<file path="src/rtl/fb_scanout_ctrl.sv">
// fb_scanout_ctrl: CHIP-8 64x32 framebuffer scan-out for an LCD timing generator.
// Each CHIP-8 pixel is shown as 7x8 LCD pixels in a 448x256 window at (H_OFF, V_OFF).
// At horc==0 of every window line, the 8 bytes of the current CHIP-8 row are
// fetched into a 64-bit line buffer. Between fetches, a CPU port may access the
// single-port framebuffer RAM.
//
// Ports:
//   clk, rst_n                 clock, asynchronous active-low reset
//   horc, vertc, de, hsync,    timing-generator counters and strobes
//   vsync
//   de_o, hsync_o, vsync_o,    strobes delayed one cycle, aligned with rgb
//   rgb                        registered RGB565 pixel
//   frame_tick                 one-cycle pulse per frame, aligned with the delayed
//                              strobes (follows the horc==0, vertc==V_OFF+256 cycle)
//   fb_addr/fb_we/fb_wdata,    framebuffer RAM port (1-cycle synchronous read)
//   fb_rdata
//   cpu_req/cpu_we/cpu_addr/   CPU request, held until cpu_gnt
//   cpu_wdata
//   cpu_gnt/cpu_rdata/         grant (combinational) and read return one cycle later
//   cpu_rvalid
module fb_scanout_ctrl #(
  parameter int unsigned H_OFF    = 59,
  parameter int unsigned V_OFF    = 20,
  parameter logic [15:0] FG_COLOR = 16'hFFFF,
  parameter logic [15:0] BG_COLOR = 16'h0000
) (
  input  logic        clk,
  input  logic        rst_n,
  input  logic [9:0]  horc,
  input  logic [9:0]  vertc,
  input  logic        de,
  input  logic        hsync,
  input  logic        vsync,
  output logic        de_o,
  output logic        hsync_o,
  output logic        vsync_o,
  output logic [15:0] rgb,
  output logic        frame_tick,
  output logic [7:0]  fb_addr,
  output logic        fb_we,
  output logic [7:0]  fb_wdata,
  input  logic [7:0]  fb_rdata,
  input  logic        cpu_req,
  input  logic        cpu_we,
  input  logic [7:0]  cpu_addr,
  input  logic [7:0]  cpu_wdata,
  output logic        cpu_gnt,
  output logic [7:0]  cpu_rdata,
  output logic        cpu_rvalid
);

  localparam logic [10:0] HStart = 11'(H_OFF);
  localparam logic [10:0] HEnd   = 11'(H_OFF + 448);
  localparam logic [10:0] VStart = 11'(V_OFF);
  localparam logic [10:0] VEnd   = 11'(V_OFF + 256);

  typedef enum logic [0:0] {StIdle, StFetch} state_e;

  state_e      state_q, state_d;
  logic [4:0]  row_q, row_d;
  logic [2:0]  idx_q, idx_d;
  logic        ld_vld_q, ld_vld_d;
  logic [2:0]  ld_idx_q, ld_idx_d;
  logic [63:0] line_q, line_d;
  logic [2:0]  sub_q, sub_d;
  logic [5:0]  col_q, col_d;
  logic [15:0] rgb_q, rgb_d;
  logic        de_q, hsync_q, vsync_q;
  logic        tick_q, tick_d;
  logic        rvalid_q, rvalid_d;

  logic        v_act, trigger, fetch_rd, in_win;
  logic [4:0]  row_now;
  logic [2:0]  cur_sub;
  logic [5:0]  cur_col;

  assign v_act   = ({1'b0, vertc} >= VStart) && ({1'b0, vertc} < VEnd);
  assign trigger = (horc == '0) && v_act;
  assign row_now = 5'((vertc - 10'(V_OFF)) >> 3);

  // Fetch FSM and RAM port arbitration; the display always wins.
  always_comb begin
    state_d  = state_q;
    row_d    = row_q;
    idx_d    = idx_q;
    fetch_rd = 1'b0;
    cpu_gnt  = 1'b0;
    unique case (state_q)
      StIdle: begin
        if (trigger) begin
          state_d = StFetch;
          row_d   = row_now;
          idx_d   = '0;
        end else begin
          // Gated by rst_n so no grant (and no write) escapes during reset.
          cpu_gnt = cpu_req & rst_n;
        end
      end
      StFetch: begin
        fetch_rd = 1'b1;
        idx_d    = idx_q + 3'd1;
        if (idx_q == 3'd7) state_d = StIdle;
      end
    endcase
  end

  always_comb begin
    fb_addr  = '0;
    fb_we    = 1'b0;
    fb_wdata = '0;
    if (fetch_rd) begin
      fb_addr = {row_q, idx_q};
    end else if (cpu_gnt) begin
      fb_addr  = cpu_addr;
      fb_we    = cpu_we;
      fb_wdata = cpu_wdata;
    end
  end

  // Read data arrives one cycle after each fetch read. The last byte lands in the
  // cycle right after FETCH, still long before the window starts at H_OFF.
  always_comb begin
    line_d   = line_q;
    ld_vld_d = fetch_rd;
    ld_idx_d = idx_q;
    // Byte k occupies line bits [63-8k -: 8], so line_q[63-c] is column c.
    if (ld_vld_q) line_d[{~ld_idx_q, 3'b000} +: 8] = fb_rdata;
  end

  // Column tracking: 7 LCD pixels per CHIP-8 column, restarted at H_OFF.
  always_comb begin
    cur_sub = (({1'b0, horc}) == HStart) ? 3'd0 : sub_q;
    cur_col = (({1'b0, horc}) == HStart) ? 6'd0 : col_q;
    if (cur_sub == 3'd6) begin
      sub_d = 3'd0;
      col_d = cur_col + 6'd1;
    end else begin
      sub_d = cur_sub + 3'd1;
      col_d = cur_col;
    end
  end

  assign in_win = de && v_act && ({1'b0, horc} >= HStart) && ({1'b0, horc} < HEnd);

  always_comb begin
    rgb_d    = (in_win && line_q[~cur_col]) ? FG_COLOR : BG_COLOR;
    tick_d   = (horc == '0) && ({1'b0, vertc} == VEnd);
    rvalid_d = cpu_gnt & ~cpu_we;
  end

  always_ff @(posedge clk or negedge rst_n) begin
    if (!rst_n) begin
      state_q  <= StIdle;
      row_q    <= '0;
      idx_q    <= '0;
      ld_vld_q <= 1'b0;
      ld_idx_q <= '0;
      line_q   <= '0;
      sub_q    <= '0;
      col_q    <= '0;
      rgb_q    <= BG_COLOR;
      de_q     <= 1'b0;
      hsync_q  <= 1'b0;
      vsync_q  <= 1'b0;
      tick_q   <= 1'b0;
      rvalid_q <= 1'b0;
    end else begin
      state_q  <= state_d;
      row_q    <= row_d;
      idx_q    <= idx_d;
      ld_vld_q <= ld_vld_d;
      ld_idx_q <= ld_idx_d;
      line_q   <= line_d;
      sub_q    <= sub_d;
      col_q    <= col_d;
      rgb_q    <= rgb_d;
      de_q     <= de;
      hsync_q  <= hsync;
      vsync_q  <= vsync;
      tick_q   <= tick_d;
      rvalid_q <= rvalid_d;
    end
  end

  assign rgb        = rgb_q;
  assign de_o       = de_q;
  assign hsync_o    = hsync_q;
  assign vsync_o    = vsync_q;
  assign frame_tick = tick_q;
  assign cpu_rvalid = rvalid_q;
  assign cpu_rdata  = rvalid_q ? fb_rdata : '0;

endmodule

</file>
<file path="config.mk">
export PLATFORM = sky130hd
export DESIGN_NAME = fb_scanout_ctrl
export DESIGN_NICKNAME = d
export VERILOG_FILES = /design/src/rtl/fb_scanout_ctrl.sv
export SDC_FILE = /design/constraint.sdc
export NUM_CORES = 1
export LEC_CHECK = 0
export ABC_CLOCK_PERIOD_IN_PS = 2800
export BUFFER_PORTS_ARGS = -buffer_cell sky130_fd_sc_hd__buf_2
export CAP_MARGIN = 40
export CORE_AREA = 5 5 99 101
export DETAILED_ROUTE_END_ITERATION = 12
export DIE_AREA = 0 0 104 106
export PLACE_DENSITY = 0.9
export SETUP_SLACK_MARGIN = 0.05
export SYNTH_ARGS = -nofsm -noshare
export SYNTH_HDL_FRONTEND = slang
export SYNTH_SLANG_ARGS = --single-unit
</file>
<file path="constraint.sdc">
create_clock -name clk -period 2.8 [get_ports clk]
set_input_delay 0.42 -clock clk [delete_from_list [all_inputs] [get_ports clk]]
set_output_delay 0.42 -clock clk [all_outputs]
set_load 0.01 [all_outputs]
</file>
## Yosys cells after proc, flatten, opt, wreduce, memory -nomap -nowiden

Index checks and enable logic that the tools add are counted.

- $add $sub $neg: 5
- Order comparisons: 5
- Equality and inequality tests: 5
- Shift operators: 2
- Mux-type cells: 23
- Bitwise logic cells: 6
- Reductions and logical operators: 9

Operators with widths:

| kind | number |
|---|---|
| bitwise mux 64 bit | 1 |
| variable shift 8 x 8 -> 64 bit (first input constant) | 1 |
| variable part select 8 x 8 -> 64 bit | 1 |
| 2-to-1 mux 8 bit | 5 |
| < comparator 10 x 9 -> 1 bit (second input constant) | 2 |
| 2-to-1 mux 16 bit | 1 |
| 2-to-1 mux 6 bit | 2 |
| == test 10 x 6 -> 1 bit (second input constant) | 1 |
| == test 10 x 9 -> 1 bit (second input constant) | 1 |
| greater-or-equal comparator 10 x 5 -> 1 bit (second input constant) | 1 |
| greater-or-equal comparator 10 x 6 -> 1 bit (second input constant) | 1 |
| logical NOT 10 bit | 1 |
| 2-to-1 mux 3 bit | 3 |
| 2-to-1 mux 1 bit | 8 |
| negator 6 -> 8 bit | 1 |
| subtractor 8 x 5 -> 8 bit (second input constant) | 1 |
| logical AND 1 bit | 7 |
| < comparator 6 x 7 -> 1 bit (second input constant) | 1 |
| adder 3 x 1 -> 3 bit (second input constant) | 2 |
| adder 6 x 1 -> 6 bit (second input constant) | 1 |
| binary-select mux 1 bit (select 6 bit) | 1 |
| == test 3 bit (second input constant) | 2 |
| inverter 6 bit | 1 |
| one-hot mux 3 bit (2 select lines) | 1 |
| other kinds (6) | 8 |

- Flip-flop bits (word level): 107
- Output and inout port bits: 47

## Depth between registers and ports, before layout

- Word-level depth: 7
- Depth in mapped cells: 10
- Gate-level depth less buffers: 8

## Worst setup path after synthesis

OpenSTA, ideal clock, no wires.

- Kind: input-to-output
- Start: in vertc[3]
- End: out fb_wdata[0]
- Data arrival time: 2.154 ns
- Path slack: 0.226 ns
- Cell stages on the path: 10
- Buffers on the path: 2
- Path through: inv_1 -> ha_1 -> nor4b_1 -> a21oi_1 -> a211oi_1 -> nand2b_4 -> and4b_1 -> buf_6 -> buf_6 -> and2_4

- Word-level cells in the longest chain between the ends: 7

RTL lines:

| item | line | text |
|---|---|---|
| start, declared | 30 | `input logic [9:0] vertc,` |
| greater-or-equal comparator 10 x 5 -> 1 bit / < comparator 10 x 9 -> 1 bit (equally long branches) | 77 | `assign v_act = ({1'b0, vertc} >= VStart) && ({1'b0, vertc} < VEnd);` |
| logical AND 1 bit * | 77 |  |
| logical AND 1 bit * | 78 | `assign trigger = (horc == '0) && v_act;` |
| 2-to-1 mux 1 bit * | 90 | `if (trigger) begin` |
| 2-to-1 mux 1 bit * | 88 | `unique case (state_q)` |
| net cpu_gnt | 47 | `output logic cpu_gnt,` |
| 2-to-1 mux 8 bit * | 113 | `end else if (cpu_gnt) begin` |
| 2-to-1 mux 8 bit * | 111 | `if (fetch_rd) begin` |
| end, declared | 41 | `output logic [7:0] fb_wdata,` |

The timed path passes the listed nets; every way through them passes the cells marked *.

## Final worst setup path

- Start: in horc[1]
- End: out fb_addr[0]

- Word-level cells in the longest chain between the ends: 6

RTL lines:

| item | line | text |
|---|---|---|
| start, declared | 29 | `input logic [9:0] horc,` |
| logical NOT 10 bit | 78 |  |
| logical AND 1 bit | 78 |  |
| 2-to-1 mux 1 bit | 90 |  |
| 2-to-1 mux 1 bit | 88 |  |
| 2-to-1 mux 8 bit | 113 |  |
| 2-to-1 mux 8 bit | 111 |  |
| end, declared | 39 | `output logic [7:0] fb_addr,` |

No other way between the ends.

==> results.ini <==
[status]
outcome = finished clean

[drt]
drc = 0
drtPass1Iterations = 4
routed_wl_um = 10900
antenna_left = 0
via_count = 3523
routed_via_density = 5.78
drtIter0Drc = 221
wl_per_cell_um = 17.8

[timing]
slew_violations = 0
max_freq_ghz = 0.378
whs_ps = 128
fin_skew_ps = 7.79
final-hold-violation-count = 0
rsz0062_at_grt = no
setup_violations = 0
post-route-min-period_ps = 2650
maxSlewHeadroom_pct = 44.9
fin_crit_sh_pct = 94.5
fin_tns_setup_ps = 0
worst_pin_slew_ps = 826

[power]
p_int_mw = 2.32
power_frac_seq_pct = 48.2
p_per_area_mw_per_mm2 = 641
leakage_nw = 2.72
switchingPower_mw = 1.20
power_frac_comb_pct = 31.0
p_sw_share_pct = 34.2
clkPwrFrac_pct = 20.8
vdd_drop_max_mv = 0.340

[clocking]
tritoncts = yes
cts_inserted_buffers = 9
cts.clk_slew.worst_paths_ps = 80
clock_tree.buffer_depth = 2
ctsHtreeMaxLevel = 3
ctsHoldBuffers = 0
cts_num_sinks = 92
clock_latency_ps = 350
cts_root_buffer = clkbuf_8

[synthesis]
synth_cell_types = 51
synth_warnings = 0
avgSynthCellArea_um2 = 11.9
synth-seq-area-share_pct = 48.7
synthCells = 398
synth_ff_type = dfrtp_1
synth_edf_count = 0
syn_area_mm2 = 0.00473
async_flop_share_pct = 100
ys_ff_latch = 92
syn-num-nets = 456

[floorplan]
core_mm2 = 0.00893
initial_core_util_pct = 53.0
pin_count = 98
die_w_um = 104
die_area_mm2 = 0.0110
num_rows = 35
die_y_um = 106

[critical_path]
endpoint_kind = output pin
crit_fanout = 19
crit_chain = buf_2 -> or4_1 -> or4_4 -> nand2b_4 -> and4b_4 -> a22o_1 -> buf_2
cp-start-kind = primary input
required_ps = 2380
crit_type = primary input to output pin
critPathMaxStageDelay_ps = 500
crit_arrival_ps = 2230
crit_top_cell = buf_2
r2r_slack_ps = 390
cp_slowest_cell = or4_1

[cells_and_area]
fin_nets = 552
fin_area_mm2 = 0.00550
insertedDiodeCount = 0
drive_above_1_share_pct = 45.2
syn_to_final_growth_pct = 16.2
regArea_mm2 = 0.00230
nFillCells = 691
multiInputGateArea_mm2 = 0.00220
fin_cells = 609
final_util_pct = 61.6

[place]
placed_area_mm2 = 0.00533
dp_cells = 594
place.gp.congestion = 0.900
port-buffer-count = 97
hpwl_um = 8040

[global_routing]
grt.busiest_layer = met2
gr-usage-all-layers_pct = 20.2
grt_overflow = 0
grt_util_met2_pct = 34.0
grt_use_met3_pct = 4.49
use_met1_pct = 25.3
grt_pass1_wl_um = 18400
grt_max_degree = 58
grt_pass1_vias = 3681
antenna_found_initial = 0

[job]
cap_violations = 0

[hold_path]
hp-class = primary input to asynchronous set/reset pin

-- area by class of cell --
cell class | instances | area share, %
clock buffer | 12 | 2.46
inverter | 12 | 0.819
timing repair buffer | 118 | 12.0
multi-input combinational | 261 | 40.1
sequential | 92 | 41.9
tap | 111 | 2.53
clock inverter | 3 | 0.273
-- final timing paths --
| kind | cells after the start | start | endpoint |
|---|---|---|---|
| worst max-delay path | 7 | horc[1] | fb_addr[0] |
| worst min-delay path | 2 | rst_n | line_q[33] |
| worst max register to register | 5 | ld_idx_q[0] | line_q[20] |
| worst min register to register | 0 | idx_q[2] | ld_idx_q[2] |
| max in group asynchronous | 3 | rst_n | col_q[2] |
| min in group clk | 1 | vsync | vsync_o |
-- cells in the final DEF (no fill, tap or decap), types with 3 or more instances in the layout --
cell and n:
mux4_2 9, and2_1 8, mux2_2 63, clkbuf_1 3, and2_4 10, buf_2 96, nand3_1 15, nor3_1 3
o211ai_1 5, dfrtp_1 92, nor2_1 17, inv_1 12, clkbuf_8 9, nand2_1 20, clkinv_2 3, buf_4 21
ha_1 7, mux2i_1 12, o21ai_0 16, a22o_1 8, nor2b_1 5, a21oi_1 15, xor2_1 4, nand3b_1 6
xnor2_1 3
-- power by group through the flow --
stage	Clock, mW	Sequential (mW)	Combinational [mW]
3_3_place_gp	0	1.70	1.03
6_report	0.734	1.70	1.09
2_1_floorplan	0	1.57	0.867
3_5_place_dp	0	1.72	1.08
5_1_grt	0.807	1.73	1.20
4_1_cts	0.753	1.70	1.09
-- through the flow --
stage / setup WS, ps / total power, mW
6_report: 153 / 3.52
5_1_grt: 51.8 / 3.74
4_1_cts: 120 / 3.53
3_5_place_dp: -107 / 2.80
3_3_place_gp: -69.4 / 2.74
2_1_floorplan: 226 / 2.44
-- routing by layer --
metal,wire [µm],share of wire (%),up-vias
met2,5470,50,166
met3,789,7.3,15
met1,4330,40,1731
met5,0,0,-
met4,262,2.4,0
li1,-,-,1611
-- registers in the layout, summed over array words and instances (netlist names), 3 cells and up --
register,cells
line_q,64
row_q,5
col_q,6
sub_q,3
idx_q,3
ld_idx_q,3
-- cell usage after synthesis, types with 4 or more instances --
library cell | number | area share (%)
and2_4 | 10 | 1.9
ha_1 | 7 | 1.9
nor2_1 | 17 | 1.3
nand3b_1 | 6 | 0.95
clkbuf_1 | 12 | 0.95
nand2_1 | 20 | 1.6
a21oi_1 | 15 | 1.6
dfrtp_1 | 92 | 49
nand3_1 | 15 | 1.6
buf_4 | 15 | 2.4
mux2i_1 | 12 | 2.5
mux2_2 | 63 | 15
xor2_1 | 4 | 0.74
o211ai_1 | 5 | 0.79
mux4_2 | 9 | 4.3
nor2b_1 | 5 | 0.66
inv_1 | 12 | 0.95
o21ai_0 | 16 | 1.7
a22o_1 | 8 | 1.5
and2_1 | 8 | 1.1
-- critical path: cells and delay by family --
| kind | cells | cell delay [ps] |
|---|---|---|
| AOI/OAI and AO/OA | 1 | 200 |
| buffers and inverters | 2 | 230 |
| and+or+nand+nor | 4 | 1360 |
-- kinds of logic after synthesis --
family	synth area share [%]
compound gates	7.69
mux	21.8
xor+xnor	1.30
buf+inv	5.16
fa+ha+maj	1.85
simple gates	13.5
flops	48.7
-- timing repair --
action | CTS | global route
hold endpoints to repair | 0 | 0
resized for setup | 3 | 2
setup endpoints to repair | 17 | 11
buffers inserted | 0 | 0
(Power assumes the default switching activity.)
